**src/rtl/reg_write_arbiter.sv**
```systemverilog
// Round-robin arbiter merging two queued register-write streams onto one register-file
// write port, with a clear sequence that zeroes every register.
module reg_write_arbiter #(
    parameter int DATA_W = 8,
    parameter int ADDR_W = 3,
    parameter int FIFO_DEPTH = 2
) (
    input  logic              clk,
    input  logic              reset,
    input  logic              a_valid,
    input  logic [ADDR_W-1:0] a_addr,
    input  logic [DATA_W-1:0] a_data,
    output logic              a_ready,
    input  logic              b_valid,
    input  logic [ADDR_W-1:0] b_addr,
    input  logic [DATA_W-1:0] b_data,
    output logic              b_ready,
    input  logic              clr_start,
    output logic              busy,
    output logic              wr_en,
    output logic [ADDR_W-1:0] wr_addr,
    output logic [DATA_W-1:0] wr_data,
    output logic [1:0]        wr_src
);

    localparam int ENTRY_W = ADDR_W + DATA_W;
    localparam int PTR_W = (FIFO_DEPTH > 1) ? $clog2(FIFO_DEPTH) : 1;
    localparam int CNT_W = $clog2(FIFO_DEPTH + 1);
    localparam logic [PTR_W-1:0] PTR_LAST = PTR_W'(FIFO_DEPTH - 1);
    localparam logic [CNT_W-1:0] CNT_FULL = CNT_W'(FIFO_DEPTH);
    localparam logic [ADDR_W-1:0] ADDR_LAST = '1;

    typedef enum logic {ARB, CLEAR} state_t;

    state_t state, state_next;

    logic [ENTRY_W-1:0] mem [2][FIFO_DEPTH];
    logic [ENTRY_W-1:0] in_entry [2];
    logic [PTR_W-1:0]   wr_ptr [2];
    logic [PTR_W-1:0]   rd_ptr [2];
    logic [CNT_W-1:0]   count [2];
    logic               ready_en;
    logic [1:0]         valid, ready, push, pop, not_empty;
    logic               grant, last_grant, last_next;
    logic [ADDR_W-1:0]  clr_cnt, clr_cnt_next;
    logic               wr_en_next, busy_next;
    logic [ADDR_W-1:0]  wr_addr_next;
    logic [DATA_W-1:0]  wr_data_next;
    logic [1:0]         wr_src_next;

    assign valid       = {b_valid, a_valid};
    assign in_entry[0] = {a_addr, a_data};
    assign in_entry[1] = {b_addr, b_data};
    assign push        = valid & ready;
    assign a_ready     = ready[0];
    assign b_ready     = ready[1];

    // Readiness depends only on registered occupancy, so a pop never frees a slot early.
    always_comb begin
        ready     = '0;
        not_empty = '0;
        for (int p = 0; p < 2; p++) begin
            ready[p]     = ready_en && (count[p] < CNT_FULL);
            not_empty[p] = (count[p] != '0);
        end
    end

    always_comb begin
        state_next   = state;
        pop          = '0;
        grant        = 1'b0;
        last_next    = last_grant;
        clr_cnt_next = clr_cnt;
        wr_en_next   = 1'b0;
        wr_addr_next = '0;
        wr_data_next = '0;
        wr_src_next  = 2'd0;
        busy_next    = 1'b0;
        case (state)
            ARB: begin
                if (not_empty != 2'b00) begin
                    grant = (not_empty == 2'b11) ? ~last_grant : not_empty[1];
                    pop   = grant ? 2'b10 : 2'b01;
                    last_next = grant;
                    wr_en_next = 1'b1;
                    {wr_addr_next, wr_data_next} = mem[grant][rd_ptr[grant]];
                    wr_src_next = {1'b0, grant};
                end
                if (clr_start) begin
                    state_next   = CLEAR;
                    clr_cnt_next = '0;
                    busy_next    = 1'b1;
                end
            end
            CLEAR: begin
                wr_en_next   = 1'b1;
                wr_addr_next = clr_cnt;
                wr_src_next  = 2'd2;
                busy_next    = 1'b1;
                clr_cnt_next = clr_cnt + ADDR_W'(1);
                if (clr_cnt == ADDR_LAST) begin
                    state_next = ARB;
                end
            end
            default: state_next = ARB;
        endcase
    end

    always_ff @(posedge clk or negedge reset) begin
        if (!reset) begin
            state <= ARB;
        end else begin
            state <= state_next;
        end
    end

    always_ff @(posedge clk or negedge reset) begin
        if (!reset) begin
            ready_en   <= 1'b0;
            last_grant <= 1'b1;
            clr_cnt    <= '0;
            wr_en      <= 1'b0;
            wr_addr    <= '0;
            wr_data    <= '0;
            wr_src     <= 2'd0;
            busy       <= 1'b0;
            for (int p = 0; p < 2; p++) begin
                wr_ptr[p] <= '0;
                rd_ptr[p] <= '0;
                count[p]  <= '0;
            end
        end else begin
            ready_en   <= 1'b1;
            last_grant <= last_next;
            clr_cnt    <= clr_cnt_next;
            wr_en      <= wr_en_next;
            wr_addr    <= wr_addr_next;
            wr_data    <= wr_data_next;
            wr_src     <= wr_src_next;
            busy       <= busy_next;
            for (int p = 0; p < 2; p++) begin
                if (push[p]) begin
                    wr_ptr[p] <= (wr_ptr[p] == PTR_LAST) ? '0 : wr_ptr[p] + PTR_W'(1);
                end
                if (pop[p]) begin
                    rd_ptr[p] <= (rd_ptr[p] == PTR_LAST) ? '0 : rd_ptr[p] + PTR_W'(1);
                end
                case ({push[p], pop[p]})
                    2'b10:   count[p] <= count[p] + CNT_W'(1);
                    2'b01:   count[p] <= count[p] - CNT_W'(1);
                    default: count[p] <= count[p];
                endcase
            end
        end
    end

    // Queue storage needs no reset: occupancy counters decide what is valid.
    always_ff @(posedge clk) begin
        for (int p = 0; p < 2; p++) begin
            if (push[p]) begin
                mem[p][wr_ptr[p]] <= in_entry[p];
            end
        end
    end

endmodule

```
**config.mk**
```make
export PLATFORM = sky130hd
export DESIGN_NAME = reg_write_arbiter
export DESIGN_NICKNAME = d
export VERILOG_FILES = /design/src/rtl/reg_write_arbiter.sv
export SDC_FILE = /design/constraint.sdc
export NUM_CORES = 1
export LEC_CHECK = 0
export CORE_MARGIN = 5
export CORE_UTILIZATION = 45
export DETAILED_ROUTE_END_ITERATION = 7
export GPL_ROUTABILITY_DRIVEN = 0
export HOLD_SLACK_MARGIN = 0.03
export PLACE_DENSITY = 0.68
export SETUP_SLACK_MARGIN = 0.5
export SLEW_MARGIN = 20
export SYNTH_ARGS = -nofsm -noshare
export SYNTH_HDL_FRONTEND = slang
export SYNTH_SLANG_ARGS = --single-unit
```
**constraint.sdc**
```tcl
create_clock -name clk -period 2.5 [get_ports clk]
set_input_delay 0.375 -clock clk [delete_from_list [all_inputs] [get_ports clk]]
set_output_delay 0.375 -clock clk [all_outputs]
set_load 0.03 [all_outputs]
```
==> flow_summary.toml <==
[global_route]
grt_pass1_wl_mm = 8.60
grtUsageMet1 = 0.165
grtUsageTotal = 0.140
grt_start_max_net_pins = 30
overflow = 0
gr-max-usage-layer = "met2"
use_met2 = 0.227
grt_util_met3 = 0.0408
antenna_found_initial = 0
grt_pass1_vias = 1674

[sta]
fin_crit_sh = 0.763
tightest_slew_ns = 0.634
hold_viol_final = 0
postLayoutSetupSlackWorst_ns = 0.593
skew_ns = 0.0120
fmax_mhz = 524
slew_violations = 0
relSlewSlack = 0.577
timing.final.crit_period_ns = 1.91
finalSetupViolCount = 0
grt_setup_unrepaired = "no"
tns_ns = 0

[floorplanning]
start_util = 0.461
io_pins = 44
row_count = 29
die-area_mm2 = 0.00823
core_mm2 = 0.00635
die_x_um = 90.7
die_h_um = 90.7

[setup_path]
path_delay_family = "flip-flops"
path_cells = "nor2b_1 > dlygate4sd2_1"
critPathCapture = "a_ready"
cp-start-kind = "flip-flop"
cp.required_ns = 2.12
cp.depth = 2
path_buf_inv = 1
startpoint = "count[3]"
reg2reg_from = "last_grant"
regToRegSetupSlack_ns = 0.70
crit_fanout = 5
end_kind = "primary output"
critPathArrivalTime_ns = 1.53
worst_path_largest_cell_delay_ns = 0.46
r2r_cells = 5
critPathKind = "reg -> out"
crit_slowest_cell = "dfrtp_1"
r2r_end = "count[1]"

[route]
postRouteAntennaNets = 0
first_pass_iters = 4
wl_per_cell_um = 17.5
drt_iter0_markers = 47
dr_total_vias = 1586
wirelength_mm = 5.33
via_per_inst = 5.22
drcViolationCount = 0

[clock_tree]
clockRootBuffer = "clkbuf_8"
ctsLongestPathBuffers = 2
cts.sinks = 73
clk_pin_slew_ns = 0.07
htreeDepth = 3
cts_inserted_buffers = 9
cts_tree = "yes"
clk_latency_ns = 0.35

[pwr]
pwr_density_cell_mw_per_mm2 = 1200
peakVddDrop_uv = 691
leakage_uw = 0.00135

[finish]
synthToLayoutAreaGrowth_pct = 23.6
insertedDiodeCount = 0
fin_nets = 253
n_fill_cell = 490
drive_above_1_share = 0.154

[yosys]
yosys-top-cells-area = "edfxtp_1 45%, dfrtp_1 24%, mux2i_1 5.5%"
netlist_area_mm2 = 0.00293
synthesis.nets = 203
ys.warnings.count = 0
synth_cell_types = 32
synth_top_area_cell = "edfxtp_1"
seq_area_frac_synth = 0.699
synth_common_cells = "44 x edfxtp_1, 28 x dfrtp_1, 16 x mux2i_1, 10 x nor2b_1, 7 x nor2_1"
synth_cells = 172
synthMostInstantiatedCell = "edfxtp_1"
yosysTopAreaCellShare = 0.451
synth_edf_count = 44
synthArstFlopShare = 0.397
synth-seq-cells = 73
synth_area_per_cell_um2 = 17.0
synth_ff_type = "edfxtp_1"

[job]
maxCapViolations = 0

[placement]
portBuffers = 43
place_ws_ns = 0.627
dpl.hpwl_mm = 3.80

[run_status]
status = "finished, final reports clean"

[worst_hold_path]
hp-class = "in -> async"
## logic make-up after synthesis
logic type | synth area share
AOI/OAI and AO/OA | 0.109
xor gates and xnor gates | 0.0299
adders and majority gates | 0.0171
buffers and inverters | 0.0269
DFF | 0.699
muxes | 0.0547
other | 0.00128
and+or+nand+nor | 0.0619
## cells in the final DEF (no fill, tap or decap), types with 3 or more instances in the layout
| cell | netlist | final |
|---|---|---|
| clkbuf_1 | 0 | 4 |
| ha_1 | 4 | 4 |
| dfrtp_1 | 28 | 28 |
| xnor2_1 | 6 | 6 |
| buf_4 | 0 | 3 |
| a2111oi_2 | 5 | 5 |
| xor2_1 | 4 | 4 |
| nand3_1 | 3 | 3 |
| a32o_1 | 3 | 3 |
| edfxtp_1 | 44 | 44 |
| nor2_1 | 7 | 5 |
| nor2b_1 | 10 | 10 |
| o21ai_2 | 4 | 4 |
| a211oi_1 | 6 | 6 |
| clkdlybuf4s50_1 | 0 | 41 |
| mux2i_1 | 16 | 16 |
| clkbuf_8 | 1 | 9 |
| a211oi_2 | 3 | 3 |
| nand2_1 | 4 | 4 |
## routing by layer
layer	up-vias	share of wire	wire, µm
li1	754	-	-
met1	783	0.42	2220
met2	36	0.51	2700
met3	13	0.050	266
met4	0	0.026	138
met5	-	0	0
## per-stage QoR
step | cells | hold WS, ns | total power (µW) | cell area, µm² | utilization
final | 304 | 0.408 | 4360 | 3620 | 0.570
after global routing | 304 | 0.442 | 4620 | 3620 | 0.570
after CTS | 304 | 0.411 | 4410 | 3610 | 0.569
after detailed placement | 288 | 0.503 | 3440 | 3410 | 0.538
after global placement | 288 | 0.502 | 3410 | 3410 | 0.538
after floorplan | 172 | 0.0794 | 3000 | 2940 | -
## worst register-to-register path, delay by kind of cell, from the launching register on
kind	cells	cell delay, ns
and+or+nand+nor	2	0.23
adders and majority gates	1	0.35
DFF	1	0.56
AOI/OAI and AO/OA	1	0.43
xor gates and xnor gates	1	0.15
## worst min-delay path by stage
stage	slack, ns	depth (start not counted)	start	to
2_1_floorplan	0.08	0	reset	busy
3_3_place_gp	0.50	1	wr_ptr[1]	wr_ptr[1]
3_5_place_dp	0.50	1	wr_ptr[0]	wr_ptr[0]
4_1_cts	0.41	2	reset	busy
5_1_grt	0.44	2	reset	wr_data[5]
6_report	0.41	2	reset	wr_addr[1]
## state kept, by name (all words and copies together) (netlist names)
signal      cells
count           4
last_grant      1
wr_ptr          2
rd_ptr          2
ready_en        1
wr_src          2
clr_cnt         3
wr_data         8
busy            1
wr_addr         3
state           1
wr_en           1
mem            44
## layout make-up
type | count | area (µm²) | area share
Sequential cell | 73 | 2050 | 0.566
Multi-Input combinational cell | 90 | 815 | 0.225
Timing Repair Buffer | 46 | 450 | 0.124
Clock buffer | 13 | 139 | 0.0384
Tap cell | 77 | 96.3 | 0.0266
Clock inverter | 3 | 65.1 | 0.0180
Inverter | 2 | 7.51 | 0.00207
## where the power goes
part | switching (µW) | internal (µW)
clock network | 393 | 562
logic | 840 | 687
registers | 293 | 1580
## what timing repair did
| action | CTS | global route |
|---|---|---|
| gates resized for setup | 2 | 1 |
| endpoints found under the setup margin | 2 | 1 |
| hold buffers | 0 | 0 |
| setup buffers | 0 | 0 |
No activity file was read; power rests on OpenSTA's default activity.
